File: src/rtl/convclk2x_sched.sv
// convclk2x_sched: round-robin packet scheduler onto the clk2x conversion slot stream.
// Optional phase checker compiled in with CONVSCHED_PHASECHK_EN.
module convclk2x_sched #(
    parameter int WIDTH  = 8,
    parameter int NREQ   = 4,
    parameter int IDW    = 2,
    parameter int MAXGAP = 15
) (
    input  logic                  clk2x,
    input  logic                  rst2x,
    input  logic                  phase,
    input  logic [NREQ-1:0]       req_vld,
    input  logic [NREQ-1:0]       req_eop,
    input  logic [NREQ*WIDTH-1:0] req_data,
    output logic [NREQ-1:0]       req_rdy,
    output logic                  out_vld,
    output logic                  out_sop,
    output logic                  out_eop,
    output logic                  out_abort,
    output logic [IDW-1:0]        out_id,
    output logic [WIDTH-1:0]      out_data,
    output logic                  busy,
    output logic                  phase_err
);

    typedef enum logic {IDLE, LOCK} state_t;

    state_t           state, state_nxt;
    logic [IDW-1:0]   ptr, ptr_nxt;
    logic [IDW-1:0]   g, g_nxt;
    logic [IDW-1:0]   winner, sel;
    logic [7:0]       gap, gap_nxt;
    logic             found, any_vld, acc, tmo, eop_sel;
    logic [WIDTH-1:0] data_sel;

    function automatic logic [IDW-1:0] wrap_inc(input logic [IDW-1:0] v);
        return (v == IDW'(NREQ-1)) ? '0 : v + 1'b1;
    endfunction

    // Two passes give the wrap-around search starting at ptr.
    always_comb begin
        winner = '0;
        found  = 1'b0;
        for (int i = 0; i < NREQ; i++) begin
            if (!found && req_vld[i] && IDW'(i) >= ptr) begin
                winner = IDW'(i);
                found  = 1'b1;
            end
        end
        for (int i = 0; i < NREQ; i++) begin
            if (!found && req_vld[i]) begin
                winner = IDW'(i);
                found  = 1'b1;
            end
        end
    end

    assign any_vld = |req_vld;
    assign sel     = (state == LOCK) ? g : winner;

    always_comb begin
        req_rdy  = '0;
        data_sel = '0;
        eop_sel  = 1'b0;
        for (int i = 0; i < NREQ; i++) begin
            req_rdy[i] = phase &
                (((state == IDLE) & any_vld & (winner == IDW'(i))) |
                 ((state == LOCK) & (g == IDW'(i))));
            if (sel == IDW'(i)) begin
                data_sel = req_data[i*WIDTH +: WIDTH];
                eop_sel  = req_eop[i];
            end
        end
    end

    assign acc = |(req_vld & req_rdy);
    assign tmo = (state == LOCK) & phase & ~acc & (gap == 8'(MAXGAP-1));

    always_comb begin
        state_nxt = state;
        g_nxt     = g;
        ptr_nxt   = ptr;
        gap_nxt   = gap;
        unique case (state)
            IDLE: begin
                if (acc) begin
                    if (eop_sel) begin
                        ptr_nxt = wrap_inc(winner);
                    end else begin
                        state_nxt = LOCK;
                        g_nxt     = winner;
                        gap_nxt   = '0;
                    end
                end
            end
            LOCK: begin
                if (acc) begin
                    gap_nxt = '0;
                    if (eop_sel) begin
                        state_nxt = IDLE;
                        ptr_nxt   = wrap_inc(g);
                    end
                end else if (tmo) begin
                    state_nxt = IDLE;
                    ptr_nxt   = wrap_inc(g);
                    gap_nxt   = '0;
                end else if (phase) begin
                    gap_nxt = gap + 8'd1;
                end
            end
        endcase
    end

    always_ff @(posedge clk2x) begin
        if (rst2x) begin
            state     <= IDLE;
            g         <= '0;
            ptr       <= '0;
            gap       <= '0;
            busy      <= 1'b0;
            out_vld   <= 1'b0;
            out_sop   <= 1'b0;
            out_eop   <= 1'b0;
            out_abort <= 1'b0;
            out_id    <= '0;
            out_data  <= '0;
        end else begin
            state     <= state_nxt;
            g         <= g_nxt;
            ptr       <= ptr_nxt;
            gap       <= gap_nxt;
            busy      <= (state_nxt == LOCK);
            out_vld   <= acc | tmo;
            out_sop   <= acc & (state == IDLE);
            out_eop   <= (acc & eop_sel) | tmo;
            out_abort <= tmo;
            if (acc) begin
                out_id   <= sel;
                out_data <= data_sel;
            end else if (tmo) begin
                out_id   <= g;
                out_data <= '0;
            end
        end
    end

`ifdef CONVSCHED_PHASECHK_EN
    logic       phase_q;
    logic [1:0] age;

    // age counts cycles since reset release, saturating at 2.
    always_ff @(posedge clk2x) begin
        if (rst2x) begin
            phase_q   <= 1'b0;
            age       <= 2'd0;
            phase_err <= 1'b0;
        end else begin
            phase_q <= phase;
            if (age != 2'd2) begin
                age <= age + 2'd1;
            end
            if ((age == 2'd2 && phase == phase_q) ||
                (age == 2'd1 && phase_q && phase)) begin
                phase_err <= 1'b1;
            end
        end
    end
`else
    assign phase_err = 1'b0;
`endif

endmodule

File: config.mk
export PLATFORM = sky130hd
export DESIGN_NAME = convclk2x_sched
export DESIGN_NICKNAME = d
export VERILOG_FILES = /design/src/rtl/convclk2x_sched.sv
export SDC_FILE = /design/constraint.sdc
export NUM_CORES = 1
export LEC_CHECK = 0
export CORE_ASPECT_RATIO = 1.2
export CORE_MARGIN = 2
export CORE_UTILIZATION = 40
export DETAILED_ROUTE_END_ITERATION = 7
export GPL_TIMING_DRIVEN = 1
export PLACE_DENSITY = 0.82
export SLEW_MARGIN = 25
export SYNTH_ARGS = -nofsm -noshare
export SYNTH_HDL_FRONTEND = slang
export SYNTH_SLANG_ARGS = --single-unit
File: constraint.sdc
create_clock -name clk2x -period 2.6 [get_ports clk2x]
set_input_delay 0.39 -clock clk2x [delete_from_list [all_inputs] [get_ports clk2x]]
set_output_delay 0.39 -clock clk2x [all_outputs]
set_load 0.02 [all_outputs]
==> qor.csv, run 1 <==
metric,value,unit
synth.lib_cells_used.distinct,46,
drt_iter0_drc,121,
layout-drive-gt1-share,0.248,
swShare,0.364,
power.share.clock,0.139,
ir_worst_vdd,0.000403,V
timing_worst_slew_pin_value,0.603,ns
final.setup_skew,0.00164,ns
postCtsHoldBufs,0,
path_max_fanout,6,
port-buffer-count,61,
synthesis.yosys.warnings,0,
globalRouteMet1Util,0.255,
post-route-cell-area,2810,um2
critical_path_buf_inv_count,4,
hold_end,gap[3],
r2r_setup_slk,0.07,ns
switchingPower,0.000598,W
area_share_of_the_leading_cell_type_in_the_synthesized_netlist,0.309,
synth_top_cells_by_area,"sky130_fd_sc_hd__dfxtp_1 (31%), sky130_fd_sc_hd__mux2i_1 (8.6%), sky130_fd_sc_hd__mux2_2 (5.8%)",
timing.final.setup_violations,0,
globalRouteOverflowTotal,0,
timing_worst_setup_path_type,in2reg,
dp.final_hpwl,3.80,mm
start_util,0.413,
unrepaired_setup_endpoints_after_global_routing,true,
numCtsBuffers,3,
cell_count_after_synthesis,210,
clk_buf_depth,2,
yosysSeqAreaShare,0.309,
grtUsageMet3,0.0222,
numClockSinks,27,
syn_avg_cell_area,8.32,um2
startpoint_type,input port,
core_area,4230,um2
final_total_power,0.00164,W
final_period_minus_worst_setup_slack,2.53,ns
layoutNonFillerInstCount,354,
cell_class_contributing_the_biggest_share_of_worst_path_delay,simple AND/OR/NAND/NOR gates,
groute.usage.overall,0.207,
yosys_register_bits,27,
hold_path.startpoint,gap[3],
worst-path-stages,11,
synth-main-ff-cell,sky130_fd_sc_hd__dfxtp_1,
synth_top_area_cell,sky130_fd_sc_hd__dfxtp_1,
drv_cap,0,
combinationalPowerShare,0.546,
hold_path.class,reg2reg,
grt_pass1_vias,1756,
antenna_found_initial,0,
detail_route.drc_violations,0,
cts_max_level,1,
vias_per_cell,5.27,
max_clock_freq,395,MHz
number_of_flops_mapped_to_enable_cells_by_yosys,0,
mapped_area,1750,um2
cell_count_of_the_worst_hold_path,2,
r2r_cells,10,
fin_nets,350,
clk_pin_slew_worst_paths,0.08,ns
crit_slowest_cell,sky130_fd_sc_hd__or4_4,
tritoncts,yes,
timing.final.hold_violations,0,
timing.slew.headroom,0.597,
gp_congestion,0.966,
routed-via-count,1867,
static-leakage-power,1.09,nW
drt_first_pass_iters,5,
ys_async_sr_fraction,0,
fill_cells,348,
worstPathCellList,dlygate4sd2_1 > buf_6 > inv_6 > o21ai_4 > o31ai_4 > inv_2 > or4_4 > o2111ai_4 > a21oi_4 > or4_1 > a21oi_1,
whs,0.487,ns
floorplan.rows,26,
grt.busiest_layer,met2,
critical_path.endpoint_type,flop,
finalCritPeriodShare,0.973,
syn-num-nets,261,
fp.dieW,64.3,um
placedCellCount,344,
grt_max_degree,22,
seq_power_share,0.315,
worst_r2r_startpoint,ptr[0],
die_outline_area,4910,um2
slew_viol_final,0,
critPathArrivalTime,2.73,ns
cts_root_buf,sky130_fd_sc_hd__clkbuf_8,
timing.rr.end,gap[6],
die-height,76.4,um
clk-insertion-delay-late,0.26,ns
internal_power,0.00104,W
global_route.usage.met2,0.358,
diodes_inserted,0,
place_area,2600,um2
syn_to_final_growth,60.9,%
run_status,completed,
worstPathRequired,2.80,ns
i_o_pins,63,
postRouteAntennaNets,0,
post_detailed_route_wirelength_per_cell,14.2,um
route.final.wire_length,5.04,mm
power_density,584,nW/um2
grt_first_pass_wirelength,8.22,mm
slowest_delay,0.55,ns
-- through the flow --
| stage | setup WS (ns) | util | TNS (ns) |
|---|---|---|---|
| finish | 0.0699 | 0.664 | 0 |
| global route | -0.00823 | 0.664 | -0.0109 |
| CTS | 0.0206 | 0.636 | 0 |
| detailed placement | -0.513 | 0.615 | -12.37 |
| global placement | -0.440 | 0.615 | -10.84 |
| floorplan | 0.0270 | - | 0 |
-- layout by cell type (no fill, tap or decap), types with 2 or more instances in the layout --
cell,count
sky130_fd_sc_hd__a211oi_1,12
sky130_fd_sc_hd__a21oi_1,9
sky130_fd_sc_hd__a21oi_2,3
sky130_fd_sc_hd__a31oi_1,8
sky130_fd_sc_hd__and2_1,3
sky130_fd_sc_hd__buf_4,30
sky130_fd_sc_hd__buf_6,5
sky130_fd_sc_hd__clkbuf_8,3
sky130_fd_sc_hd__clkdlybuf4s50_1,53
sky130_fd_sc_hd__dfxtp_1,25
sky130_fd_sc_hd__dfxtp_4,2
sky130_fd_sc_hd__dlygate4sd2_1,7
sky130_fd_sc_hd__ha_1,7
sky130_fd_sc_hd__inv_1,6
sky130_fd_sc_hd__inv_2,2
sky130_fd_sc_hd__mux2_2,8
sky130_fd_sc_hd__mux2i_1,15
sky130_fd_sc_hd__nand2_1,18
sky130_fd_sc_hd__nand3_1,6
sky130_fd_sc_hd__nor2_1,25
sky130_fd_sc_hd__nor2b_1,3
sky130_fd_sc_hd__nor3_1,2
sky130_fd_sc_hd__nor4_1,2
sky130_fd_sc_hd__o21ai_0,5
sky130_fd_sc_hd__o31ai_1,4
sky130_fd_sc_hd__or3_1,2
sky130_fd_sc_hd__or4_4,3
-- layer usage --
metal  share of wire  up-vias
met5               0        -
met4           0.018        0
met3           0.026        8
met2            0.53       43
met1            0.42      866
li1                -      950
-- state kept, by name, summed over array words and instances, names as in the netlist --
signal / flops
g: 2
out_sop: 1
ptr: 2
out_eop: 1
out_data: 8
out_abort: 1
state: 1
out_vld: 1
out_id: 2
gap: 8
-- area by class of cell --
class,instances,area [um2],share of cell area
Clock buffer,4,45.0,0.0160
Sequential cell,27,548,0.195
Multi-Input combinational cell,162,1230,0.438
Inverter,9,38.8,0.0138
Tap cell,56,70.1,0.0249
Timing Repair Buffer,96,878,0.313
-- how the worst max path moves through the flow --
stage | startpoint | to | slack [ns]
after floorplan | req_vld[2] | ptr[0] | 0.03
after global placement | req_vld[2] | gap[6] | -0.44
after detailed placement | req_vld[2] | gap[6] | -0.51
after CTS | ptr[0] | gap[6] | 0.02
after global routing | ptr[0] | gap[6] | -0.008
final | req_vld[2] | gap[6] | 0.07
-- worst reg2reg max path: stages (launching register included) --
cell	delay (ns)
sky130_fd_sc_hd__dfxtp_4	0.37
sky130_fd_sc_hd__nand2b_4	0.13
sky130_fd_sc_hd__buf_6	0.10
sky130_fd_sc_hd__o21ai_4	0.06
sky130_fd_sc_hd__o31ai_4	0.29
sky130_fd_sc_hd__inv_2	0.10
sky130_fd_sc_hd__or4_4	0.55
sky130_fd_sc_hd__o2111ai_4	0.13
sky130_fd_sc_hd__a21oi_4	0.12
sky130_fd_sc_hd__or4_1	0.49
sky130_fd_sc_hd__a21oi_1	0.13
-- power by group through the flow --
stage          clock network (W)  logic, W  registers (W)
2_1_floorplan                  0  0.000417       0.000559
3_3_place_gp                   0  0.000809       0.000521
3_5_place_dp                   0  0.000820       0.000522
4_1_cts                 0.000238  0.000849       0.000516
5_1_grt                 0.000257  0.000968       0.000526
6_report                0.000228  0.000895       0.000517
-- cells in the mapped netlist, types with 2 or more instances --
library cell,n
sky130_fd_sc_hd__nand2_1,19
sky130_fd_sc_hd__nor4_1,2
sky130_fd_sc_hd__nor3_1,2
sky130_fd_sc_hd__or3_1,3
sky130_fd_sc_hd__nand3_1,6
sky130_fd_sc_hd__ha_1,8
sky130_fd_sc_hd__and2_1,3
sky130_fd_sc_hd__o31ai_1,4
sky130_fd_sc_hd__buf_2,3
sky130_fd_sc_hd__a31oi_1,8
sky130_fd_sc_hd__inv_2,2
sky130_fd_sc_hd__a211oi_1,12
sky130_fd_sc_hd__dfxtp_1,27
sky130_fd_sc_hd__inv_1,7
sky130_fd_sc_hd__mux2i_1,15
sky130_fd_sc_hd__clkbuf_1,7
sky130_fd_sc_hd__nor2_1,26
sky130_fd_sc_hd__a21oi_1,12
sky130_fd_sc_hd__o21ai_0,5
sky130_fd_sc_hd__or4_1,3
sky130_fd_sc_hd__mux2_2,9
sky130_fd_sc_hd__nor2b_1,3
-- timing repair --
item | in CTS | in global routing
resized for setup | 18 | 24
endpoints found under the setup margin | 29 | 23
buffers inserted | 2 | 4
pin swaps | 5 | 17
-- logic make-up (layout without fill, tap and decap cells) --
logic type / after synthesis / in the layout / share of synthesized area
AND/OR/NAND/NOR: 74 / 74 / 0.201
AO/OA/AOI/OAI: 55 / 55 / 0.237
flip-flops: 27 / 27 / 0.309
multiplexers: 24 / 24 / 0.144
buffers and inverters: 21 / 109 / 0.0494
adder cells (fa/ha/maj): 8 / 8 / 0.0573
other: 1 / 1 / 0.00215
No activity file was read; power rests on OpenSTA's default activity.
==> inputs of run 2 (changes only) <==
--- a/config.mk
+++ b/config.mk
@@ -8,6 +8,7 @@
 export CORE_ASPECT_RATIO = 1.2
 export CORE_MARGIN = 2
 export CORE_UTILIZATION = 40
+export CTS_CLUSTER_SIZE = 25
 export DETAILED_ROUTE_END_ITERATION = 7
 export GPL_TIMING_DRIVEN = 1
 export PLACE_DENSITY = 0.82
==> results of run 2 <==
No change in the layout: final DEF, timing and power equal those of run 1.
==> inputs of run 3 (changes only) <==
--- a/config.mk
+++ b/config.mk
@@ -16,3 +16,4 @@
 export SYNTH_ARGS = -nofsm -noshare
 export SYNTH_HDL_FRONTEND = slang
 export SYNTH_SLANG_ARGS = --single-unit
+export TNS_END_PERCENT = 1
==> qor.csv, run 3 (same netlist as run 1, synthesis figures left out) <==
metric,value,unit
run_status,completed,
route.final.wire_length,5.12,mm
final_core_util,0.662,
critical_path_buf_inv_count,4,
dp.final_hpwl,3.80,mm
timing.slew.headroom,0.594,
post-route-cell-area,2800,um2
layout_commonest_cell,sky130_fd_sc_hd__clkdlybuf4s50_1,
fp.dieW,64.3,um
gp_congestion,0.966,
unrepaired_setup_endpoints_after_global_routing,true,
numCtsBuffers,3,
numClockSinks,27,
antenna_found_initial,0,
clk-insertion-delay-late,0.26,ns
grt_first_pass_wirelength,8.22,mm
final_period_minus_worst_setup_slack,2.54,ns
whs,0.487,ns
timing.final.setup_violations,0,
layout.cells.most_common_list,"sky130_fd_sc_hd__clkdlybuf4s50_1 (53), sky130_fd_sc_hd__buf_4 (30), sky130_fd_sc_hd__nor2_1 (25), sky130_fd_sc_hd__dfxtp_1 (25), sky130_fd_sc_hd__nand2_1 (17)",
hold_path.class,reg2reg,
crit_slowest_cell,sky130_fd_sc_hd__or4_4,
worstPathRequired,2.81,ns
cts_root_buf,sky130_fd_sc_hd__clkbuf_8,
r2r_setup_slk,0.07,ns
layout-drive-gt1-share,0.249,
drt_iter0_drc,108,
place_area,2600,um2
cell_class_contributing_the_biggest_share_of_worst_path_delay,simple AND/OR/NAND/NOR gates,
worstPathCellList,dlygate4sd2_1 > buf_6 > inv_6 > o21ai_4 > o31ai_4 > inv_2 > or4_4 > o2111ai_4 > a21oi_4 > or4_4 > a21oi_2,
core_area,4230,um2
critPathArrivalTime,2.75,ns
drt_first_pass_iters,6,
reg_top3,"gap (8), out_data (8)",
tritoncts,yes,
static-leakage-power,1.08,nW
final.setup_skew,0.00307,ns
clk_buf_depth,2,
fin_nets,349,
die-height,76.4,um
die_outline_area,4910,um2
postCtsHoldBufs,0,
timing_worst_slew_pin_value,0.608,ns
slowest_delay,0.55,ns
cp_common_cell,sky130_fd_sc_hd__or4_4,
postRouteAntennaNets,0,
slew_viol_final,0,
startpoint_type,input port,
globalRouteOverflowTotal,0,
routed-via-count,1874,
post_detailed_route_wirelength_per_cell,14.5,um
detail_route.drc_violations,0,
placedCellCount,344,
start_util,0.413,
critical_path.endpoint_type,flop,
vias_per_cell,5.31,
timing.final.hold_violations,0,
clk_pin_slew_worst_paths,0.08,ns
cts_max_level,1,
ir_worst_vdd,0.000402,V
timing_worst_setup_path_type,in2reg,
power_density,584,nW/um2
diodes_inserted,0,
grt_max_degree,22,
path_max_fanout,6,
layoutNonFillerInstCount,353,
i_o_pins,63,
floorplan.rows,26,
final_total_power,0.00164,W
drv_cap,0,
max_clock_freq,393,MHz
grt_pass1_vias,1756,
finalCritPeriodShare,0.979,
groute.usage.overall,0.207,
port-buffer-count,61,
syn_to_final_growth,60.4,%
[run 3: cell types whose count changed in the layout (fill, tap and decap cells not counted)]
cell                      delta
sky130_fd_sc_hd__buf_6       -1
sky130_fd_sc_hd__nand2_2     +1
sky130_fd_sc_hd__nand2_1     -1
[run 3: repair_timing]
action / CTS / global route
cloned: 0 / 0
gates resized for setup: 18 / 24
pin swaps: 5 / 16
setup endpoints to repair: 29 / 23
buffers inserted: 2 / 3
[run 3: final timing paths]
| check | startpoint | to | depth (start not counted) |
|---|---|---|---|
| setup / recovery | req_vld[2] | gap[7] | 11 |
| hold / removal | gap[3] | gap[3] | 2 |
| setup reg to reg | ptr[0] | gap[7] | 10 |
| hold reg to reg | gap[3] | gap[3] | 2 |
[run 3: metal layers]
metal  GRT usage  wire length [um]  vias to the layer above
met2       0.358              2720                       53
met3      0.0222               175                        8
met5           0                 0                        -
li1            -                 -                      942
met1       0.255              2140                      871
met4      0.0894                87                        0
[run 3: through the flow]
stage | setup slack (ns) | TNS, ns
final | 0.0559 | 0
after global routing | -0.00427 | -0.0123
after global placement | -0.440 | -10.84
after CTS | 0.0206 | 0
after detailed placement | -0.513 | -12.37
after floorplan | 0.0270 | 0
[run 3: cell type report]
type                       count  area [um2]
timing repair buffer          95         867
inverter                       9        38.8
sequential                    27         548
multi-input combinational    162        1230
fill                         351        1430
tap                           56        70.1
clock buffer                   4        45.0
[run 3: worst register-to-register path, stage by stage, from the launching register on]
cell and delay (ns):
sky130_fd_sc_hd__dfxtp_4 0.37, sky130_fd_sc_hd__nand2b_4 0.12, sky130_fd_sc_hd__buf_6 0.10, sky130_fd_sc_hd__o21ai_4 0.06, sky130_fd_sc_hd__o31ai_4 0.29, sky130_fd_sc_hd__inv_2 0.10, sky130_fd_sc_hd__or4_4 0.55, sky130_fd_sc_hd__o2111ai_4 0.13
sky130_fd_sc_hd__a21oi_4 0.12, sky130_fd_sc_hd__or4_4 0.53, sky130_fd_sc_hd__a21oi_2 0.12
[run 3: report_power, final]
part | switching [W] | internal (W) | total, W
Sequential | 0.0000513 | 0.000469 | 0.000520
Combinational | 0.000429 | 0.000458 | 0.000887
Clock | 0.000119 | 0.000110 | 0.000229
